## config.mk

```make
export PLATFORM = sky130hd
export DESIGN_NAME = fetch_pc_unit
export DESIGN_NICKNAME = d
export VERILOG_FILES = /design/src/rtl/fetch_pc_unit.sv
export SDC_FILE = /design/constraint.sdc
export NUM_CORES = 1
export LEC_CHECK = 0
export CORE_MARGIN = 2
export CORE_UTILIZATION = 44
export CTS_CLUSTER_SIZE = 25
export DETAILED_ROUTE_END_ITERATION = 10
export PLACE_DENSITY = 0.89
export REMOVE_ABC_BUFFERS = 1
export SLEW_MARGIN = 20
export SYNTH_ARGS = -nofsm -noshare
export SYNTH_HDL_FRONTEND = slang
export SYNTH_SLANG_ARGS = --single-unit
```

## constraint.sdc

```tcl
create_clock -name clk -period 1.74 [get_ports clk]
set_input_delay 0.522 -clock clk [delete_from_list [all_inputs] [get_ports clk]]
set_output_delay 0.522 -clock clk [all_outputs]
set_load 0.02 [all_outputs]
```

## src/rtl/fetch_pc_unit.sv

```systemverilog
// fetch_pc_unit
// Program counter plus instruction-fetch sequencer sitting in front of decode.
// One instruction-memory request is outstanding at most; the returned word is
// parked in a single output register until decode takes it. An ALU redirect
// reloads the PC, flushes the output register and drops any in-flight response.
module fetch_pc_unit #(
    parameter int unsigned     XLEN     = 32,
    parameter logic [XLEN-1:0] RESET_PC = {XLEN{1'b0}}
) (
    input  logic            clk,
    input  logic            reset_n,
    input  logic            redirect_valid,
    input  logic            pc_input_sel,
    input  logic [XLEN-1:0] alu_result,
    output logic            imem_req_valid,
    input  logic            imem_req_ready,
    output logic [XLEN-1:0] imem_req_addr,
    input  logic            imem_rsp_valid,
    input  logic [31:0]     imem_rsp_data,
    output logic            instr_valid,
    input  logic            instr_ready,
    output logic [31:0]     instr,
    output logic [XLEN-1:0] instr_pc,
    output logic            fetch_misalign
);

    localparam logic            PC_INPUT_ALU = 1'b1;
    localparam logic [XLEN-1:0] PC_STEP      = {{(XLEN-3){1'b0}}, 3'd4};

    typedef enum logic {
        ST_FETCH = 1'b0,
        ST_WAIT  = 1'b1
    } state_t;

    state_t            state_r;
    state_t            state_s;
    logic [XLEN-1:0]   pc_r;
    logic [XLEN-1:0]   pc_s;
    logic              discard_r;
    logic              discard_s;
    logic              run_r;
    logic              instr_valid_r;
    logic              instr_valid_s;
    logic [31:0]       instr_r;
    logic [31:0]       instr_s;
    logic [XLEN-1:0]   instr_pc_r;
    logic [XLEN-1:0]   instr_pc_s;
    logic              misalign_r;
    logic              misalign_s;

    logic [XLEN-1:0]   target_s;
    logic              redirect_alu_s;
    logic              redirect_ok_s;
    logic              redirect_bad_s;
    logic              out_free_s;
    logic              req_valid_s;
    logic              req_fire_s;

    // Redirect decode: bit 0 of the target is always cleared (JALR semantics),
    // bit 1 left set means the target is not word aligned.
    assign target_s       = {alu_result[XLEN-1:1], 1'b0};
    assign redirect_alu_s = redirect_valid & (pc_input_sel == PC_INPUT_ALU);
    assign redirect_ok_s  = redirect_alu_s & (target_s[1] == 1'b0);
    assign redirect_bad_s = redirect_alu_s & (target_s[1] == 1'b1);

    // A request is only offered when its response will have somewhere to land;
    // run_r holds requests off until the first edge after reset release.
    assign out_free_s  = ~instr_valid_r | instr_ready;
    assign req_valid_s = run_r & (state_r == ST_FETCH) & out_free_s;
    assign req_fire_s  = req_valid_s & imem_req_ready;

    assign imem_req_valid = req_valid_s;
    assign imem_req_addr  = pc_r;
    assign instr_valid    = instr_valid_r;
    assign instr          = instr_r;
    assign instr_pc       = instr_pc_r;
    assign fetch_misalign = misalign_r;

    // Next-state for the fetch sequencer, PC, discard flag and output register.
    always_comb begin
        state_s       = state_r;
        pc_s          = pc_r;
        discard_s     = discard_r;
        instr_valid_s = instr_valid_r & ~instr_ready;
        instr_s       = instr_r;
        instr_pc_s    = instr_pc_r;
        misalign_s    = 1'b0;

        case (state_r)
            ST_FETCH: begin
                if (req_fire_s) begin
                    state_s = ST_WAIT;
                end else begin
                    state_s = ST_FETCH;
                end
            end
            ST_WAIT: begin
                if (imem_rsp_valid) begin
                    state_s = ST_FETCH;
                    if (discard_r) begin
                        discard_s = 1'b0;
                    end else begin
                        instr_s       = imem_rsp_data;
                        instr_pc_s    = pc_r;
                        instr_valid_s = 1'b1;
                        pc_s          = pc_r + PC_STEP;
                    end
                end else begin
                    state_s = ST_WAIT;
                end
            end
            default: begin
                state_s = ST_FETCH;
            end
        endcase

        // Redirect overrides everything above. A response landing in the same
        // cycle is simply not loaded; one still in flight is marked for discard.
        if (redirect_ok_s) begin
            pc_s          = target_s;
            instr_valid_s = 1'b0;
            instr_s       = instr_r;
            instr_pc_s    = instr_pc_r;
            if (state_r == ST_WAIT) begin
                if (imem_rsp_valid) begin
                    discard_s = 1'b0;
                end else begin
                    discard_s = 1'b1;
                end
            end else if (req_fire_s) begin
                discard_s = 1'b1;
            end else begin
                discard_s = discard_r;
            end
        end else if (redirect_bad_s) begin
            misalign_s = 1'b1;
        end else begin
            misalign_s = 1'b0;
        end
    end

    // State registers with asynchronous active-low reset.
    always_ff @(posedge clk or negedge reset_n) begin
        if (!reset_n) begin
            state_r       <= ST_FETCH;
            pc_r          <= RESET_PC;
            discard_r     <= 1'b0;
            run_r         <= 1'b0;
            instr_valid_r <= 1'b0;
            instr_r       <= 32'h0000_0000;
            instr_pc_r    <= {XLEN{1'b0}};
            misalign_r    <= 1'b0;
        end else begin
            state_r       <= state_s;
            pc_r          <= pc_s;
            discard_r     <= discard_s;
            run_r         <= 1'b1;
            instr_valid_r <= instr_valid_s;
            instr_r       <= instr_s;
            instr_pc_r    <= instr_pc_s;
            misalign_r    <= misalign_s;
        end
    end

endmodule

```

==> impl_metrics.ini, run 1 <==
[sta]
max_freq_mhz = 585.2
finalClockSkew_ns = 0.008423
fin_crit_sh_pct = 98.20
rsz0062_at_grt = yes
slew_violations = 0
post-route-min-period_ns = 1.709
hold_violations = 0
setup_ws_ns = 0.03132
setup_violations = 0
timing.setup.tns_ns = 0

[clocking]
clk_pin_slew_worst_paths_ns = 0.09
cts_root_buffer = clkbuf_8
clk_path_buf_depth = 2
clock-sinks = 99
cts.htree.levels = 3
cts_tree = done
clk_latency_ns = 0.36
hold_buffers = 0
cts_buffers = 9

[place]
io_buffer_count = 166
dp_hpwl_um = 7715
place_area_um2 = 6261
dpl_worst_slack_ns = -0.7147
gp_congestion = 0.7366

[layout]
layout-drive-gt1-share_pct = 25.89
post-route-util_pct = 66.87
nets = 601
area_growth_pct = 49.51
final_area_um2 = 6446
diodes = 0

[worst_setup_path]
ff2ff_setup_slack_ns = 0.12
cp_slowest_stage_delay_ns = 0.24
critPathBufInv = 2
start_kind = input port
crit_slowest_cell = dlygate4sd2_1
end_kind = output port
crit_family = buffers and inverters
crit_chain = dlygate4sd2_1, nand2b_4, and3_4, buf_6
crit_arrival_ns = 1.19
crit_required_ns = 1.22
path_max_fanout = 3
path_class = in -> out

[die]
rows = 36
ios = 170
start_util_pct = 44.73
die_height_um = 103.0
die_area_um2 = 10610
die_w_um = 103.0
core_um2 = 9639

[logic_synthesis]
syn_area_um2 = 4312
ys_warn_count = 0
syn_area_per_cell_um2 = 12.61
seq_area_frac_synth_pct = 57.46
synthDistinctLibCells = 38
synth_seq_cells = 99
synth_cells = 342

[pwr]
ir_drop_uv = 751.2
power.density_nw_per_um2 = 1382
total_power_mw = 8.906
p_leak_nw = 2.889

[detailed_routing]
first_pass_iters = 4
routed_wl_um = 10330
drcViolationCount = 0
num_vias = 3314
routedWlPerCell_um = 15.52
detail-route-antenna-nets = 0
via_per_inst = 4.976
drt_first_iter_violations = 83

[global_routing]
antenna_found_initial = 0
grt_pass1_wl_um = 16300
grtUsageTotal_pct = 19.81
grt_max_degree = 60
first_global_vias = 3377
grt_remaining_overflow = 0

[outcome]
status = finished, final reports clean

[job]
drv_cap = 0

[worst_hold_path]
hold_path.class = in -> async
-- flip-flops by register name (all words and copies together), names as in the netlist --
name,flops
discard_r,1
state_r,1
imem_req_addr,31
fetch_misalign,1
instr_valid,1
instr,32
instr_pc,31
run_r,1
-- layout by cell type (no fill, tap or decap), types with 2 or more instances in the layout --
cell type	n
nor2_1	7
nor2_4	2
nor3_2	3
buf_6	2
nand3_4	2
clkbuf_2	3
o21ai_0	10
a21oi_1	3
xnor2_1	10
dfrtp_1	89
mux2_2	60
xor2_1	19
buf_4	23
dfrtp_2	10
mux2_1	3
clkbuf_8	11
dlygate4sd2_1	88
clkdlybuf4s15_2	3
and2_1	2
nand4_1	10
and3_1	3
nor4_4	3
buf_12	3
conb_1	3
nand2_1	37
inv_1	4
nand3_1	12
bufinv_16	2
clkdlybuf4s15_1	3
clkdlybuf4s50_1	66
o21ai_1	20
-- final cells by class --
type	instances	area, um2
fill	793	3193
sequential	99	2490
multi-input combinational	223	1779
timing repair buffer	192	1770
tap	133	166.4
clock buffer	11	151.4
clock inverter	4	73.82
inverter	4	15.01
-- worst reg2reg max path, cell delays in order (launching register included) --
cell and delay (ns):
dfrtp_1 0.43, ha_4 0.17, nand3_4 0.10, nor4_4 0.25
buf_4 0.19, nand4_1 0.12, xor2_1 0.17, o21ai_1 0.08
-- cell usage after synthesis --
library cell   n  area (um2)
xnor2_1       10       87.58
buf_4         10       75.07
buf_2          1       5.000
or3_1          1       6.260
nand2_1       37       138.9
o21ai_2        1       8.760
ha_1           1       12.51
inv_1          4       15.01
nor2_2         1       6.260
mux2_1         3       33.78
mux2_2        60       675.7
o21ai_1       20       100.1
nand4_1       10       62.56
nand3_1       12       60.06
xor2_1        19       166.4
nand3_4        1       17.52
nand3b_4       1       20.02
clkbuf_1       6       22.52
nand4_4        1       21.27
nor4_4         2       42.54
nor2b_1        1       6.260
o21ai_0       10       50.05
nor2_4         1       11.26
nor4_1         2       12.51
a21oi_1        3       15.01
dfrtp_1       99        2477
nand3_2        1       10.01
nand2b_1       1       6.260
and4_1         1       8.760
nand4_2        1       12.51
and2_1         2       12.51
nor3_1         1       5.000
and3_1         4       25.02
a21o_1         1       7.510
mux2i_1        1       10.01
conb_1         2       7.510
nor2_1         7       26.28
nor3_2         3       30.03
-- repair_timing --
action,CTS,global route
endpoints found under the setup margin,180,30
setup buffers,0,2
pin swaps,3,1
resized for setup,122,19
endpoints found under the hold margin,0,0
-- kinds of logic (layout without fill, tap and decap cells) --
logic type / count (synthesis) / after routing / share of synthesized area (%)
xor+xnor: 29 / 29 / 5.891
compound gates: 35 / 35 / 4.208
other cells: 2 / 3 / 0.1742
mux: 64 / 64 / 16.69
flops: 99 / 99 / 57.46
simple gates: 91 / 91 / 12.57
buf+inv: 21 / 211 / 2.728
fa+ha+maj: 1 / 1 / 0.2901
-- routing by layer --
layer | vias up | wire [um] | GRT usage (%)
met5 | - | 0 | 0
met4 | 0 | 142 | 6.478
met3 | 13 | 762 | 5.085
met2 | 127 | 5165 | 33.97
met1 | 1613 | 4264 | 24.53
li1 | 1561 | - | -
-- stage by stage --
stage	hold slack [ns]	std cells
after CTS	0.009401	664
after floorplan	0.2264	326
after detailed placement	0.4076	649
final	0.02395	666
after global routing	0.01655	666
after global placement	0.4041	649
-- path summary, 6_finish.rpt --
path	end	cells past startpoint	startpoint
max	imem_req_valid	4	instr_ready
min	imem_req_addr[17]	1	reset_n
max reg2reg	imem_req_addr[24]	7	imem_req_addr[3]
min reg2reg	instr_pc[24]	1	instr_pc[24]
max in group asynchronous	imem_req_addr[6]	2	reset_n
min in group clk	instr_pc[24]	1	instr_pc[24]
-- report_power, final --
group	switching (mW)	leakage (nW)	internal [mW]
clock network	0.775	0.115	0.881
logic	1.91	1.57	1.68
registers	0.533	1.21	3.12
Power figures use the tool's default switching activity.
==> run 2: changes to the inputs <==
PLACE_DENSITY = default   (was 0.89)
PLACE_DENSITY_LB_ADDON = 0.2   (was default)
==> impl_metrics.ini, run 2 (synthesis gave the netlist of run 1 again) <==
[sta]
hold_violations = 0
fin_crit_sh_pct = 96.99
post-route-min-period_ns = 1.688
setup_violations = 0
hold_slack_ns = 0.4604
slew_violations = 0
setup_ws_ns = 0.05237
max_freq_mhz = 592.5
rsz0062_at_grt = no
finalClockSkew_ns = 0.01520

[clocking]
clk_pin_slew_worst_paths_ns = 0.09
clk_latency_ns = 0.37
cts_tree = done
clk_path_buf_depth = 2
cts.htree.levels = 3
cts_buffers = 9
clock-sinks = 99
cts_root_buffer = clkbuf_8

[pwr]
pwr-share-clk_pct = 19.7
ir_drop_uv = 734.3
total_power_mw = 8.934
swShare_pct = 35.74
power_frac_seq_pct = 40.3
power.density_nw_per_um2 = 1388
p_int_mw = 5.741
p_leak_nw = 2.911
pwr-share-comb_pct = 40.0
power.net_switching_mw = 3.193

[detailed_routing]
drcViolationCount = 0
via_per_inst = 4.855
routed_wl_um = 10040
num_vias = 3258
drt_first_iter_violations = 80
routedWlPerCell_um = 14.96
detail-route-antenna-nets = 0
first_pass_iters = 4

[worst_hold_path]
hold_path.class = in -> reg

[worst_setup_path]
critPathBufInv = 2
crit_chain = clkdlybuf4s50_1, nor2_4, nor2_4, buf_4, mux2_2
crit_required_ns = 1.99
end_kind = flip-flop
start_kind = input port
cp_slowest_stage_delay_ns = 0.53
crit_arrival_ns = 1.93
path_max_fanout = 16
cp_common_cell = nor2_4
crit_slowest_cell = clkdlybuf4s50_1
crit_family = buffers and inverters
path_class = in -> reg

[layout]
layout_common_cells = dfrtp_1, dlygate4sd2_1, clkdlybuf4s50_1, mux2_2, nand2_1
nets = 606
diodes = 0
layout_commonest_cell = dfrtp_1
fillCellCount = 832
area_growth_pct = 49.25
layout-drive-gt1-share_pct = 25.28
final_area_um2 = 6435
largest_reg_flops = 32

[place]
gp_congestion = 0.7235
dp_hpwl_um = 7275
dpl_worst_slack_ns = -0.6373
place_area_um2 = 6269
io_buffer_count = 166

[outcome]
status = finished, final reports clean

[global_routing]
antenna_found_initial = 0
grtUsageTotal_pct = 19.20
grt_max_degree = 50
grt_remaining_overflow = 0
first_global_vias = 3185
grt_pass1_wl_um = 15830

[die]
die_area_um2 = 10610
die_height_um = 103.0
start_util_pct = 44.73
rows = 36
core_um2 = 9639
ios = 170
die_w_um = 103.0

[job]
drv_cap = 0
## run 2: changes by cell type in the layout (fill, tap and decap cells not counted), sizes merged
cell / previous run / this run
dlygate4sd2: 88 / 81
buf: 29 / 34
clkbuf: 14 / 16
bufinv: 2 / 3
clkdlybuf4s15: 6 / 7
clkinvlp: 0 / 1
dlygate4sd3: 0 / 1
dlymetal6s2s: 0 / 1
## run 2: worst paths after layout
kind / startpoint / endpoint / slack (ns) / cells past startpoint
min in group asynchronous: reset_n / instr_pc[19] / 0.55 / 2
worst min-delay path: instr_ready / instr_valid / 0.46 / 3
worst max register to register: state_r / imem_req_addr[29] / 0.14 / 7
worst min register to register: instr[17] / instr[17] / 0.51 / 1
max in group asynchronous: reset_n / instr_pc[6] / 0.67 / 3
worst max-delay path: alu_result[1] / instr_pc[17] / 0.05 / 5
## run 2: through the flow
step	utilization [%]	std cells	TNS (ns)
after CTS	66.68	667	-0.1648
after detailed placement	65.03	650	-39.85
after global placement	65.03	650	-39.27
final	66.76	671	0
after floorplan	-	326	-88.25
after global routing	66.76	671	0
## run 2: cell type report
cell class	count	area (um2)	share of cell area, %
timing repair buffer	197	1794	27.88
clock buffer	9	123.9	1.925
inverter	4	15.01	0.2333
sequential	99	2482	38.58
clock inverter	6	115.1	1.789
tap	133	166.4	2.586
multi-input combinational	223	1738	27.01
## run 2: per-layer routing
layer	global-route usage, %	share of wire, %
met2	30.77	50
met5	0	0
met3	5.220	6.2
met4	6.073	1.0
met1	25.54	43
## run 2: tightest hold or removal path, delay by kind of cell
kind | cells | cell delay (ns)
and+or+nand+nor | 1 | 0.12
AOI/OAI and AO/OA | 1 | 0.06
buffers and inverters | 1 | 0.08
## run 2: timing repair
item                                   CTS  global route
pin swaps                                0             2
buffers inserted                         1             4
hold buffers                             1             0
setup endpoints to repair              181            24
endpoints found under the hold margin    3             0
resized for setup                      118            21
## run 2: power by group through the flow
| stage | clock (mW) | sequential, mW | combinational, mW |
|---|---|---|---|
| 2_1_floorplan | 0 | 4.68 | 0.909 |
| 3_3_place_gp | 0 | 3.64 | 4.10 |
| 3_5_place_dp | 0 | 3.69 | 4.15 |
| 4_1_cts | 1.80 | 3.61 | 3.63 |
| 5_1_grt | 1.88 | 3.73 | 3.83 |
| 6_report | 1.76 | 3.60 | 3.58 |
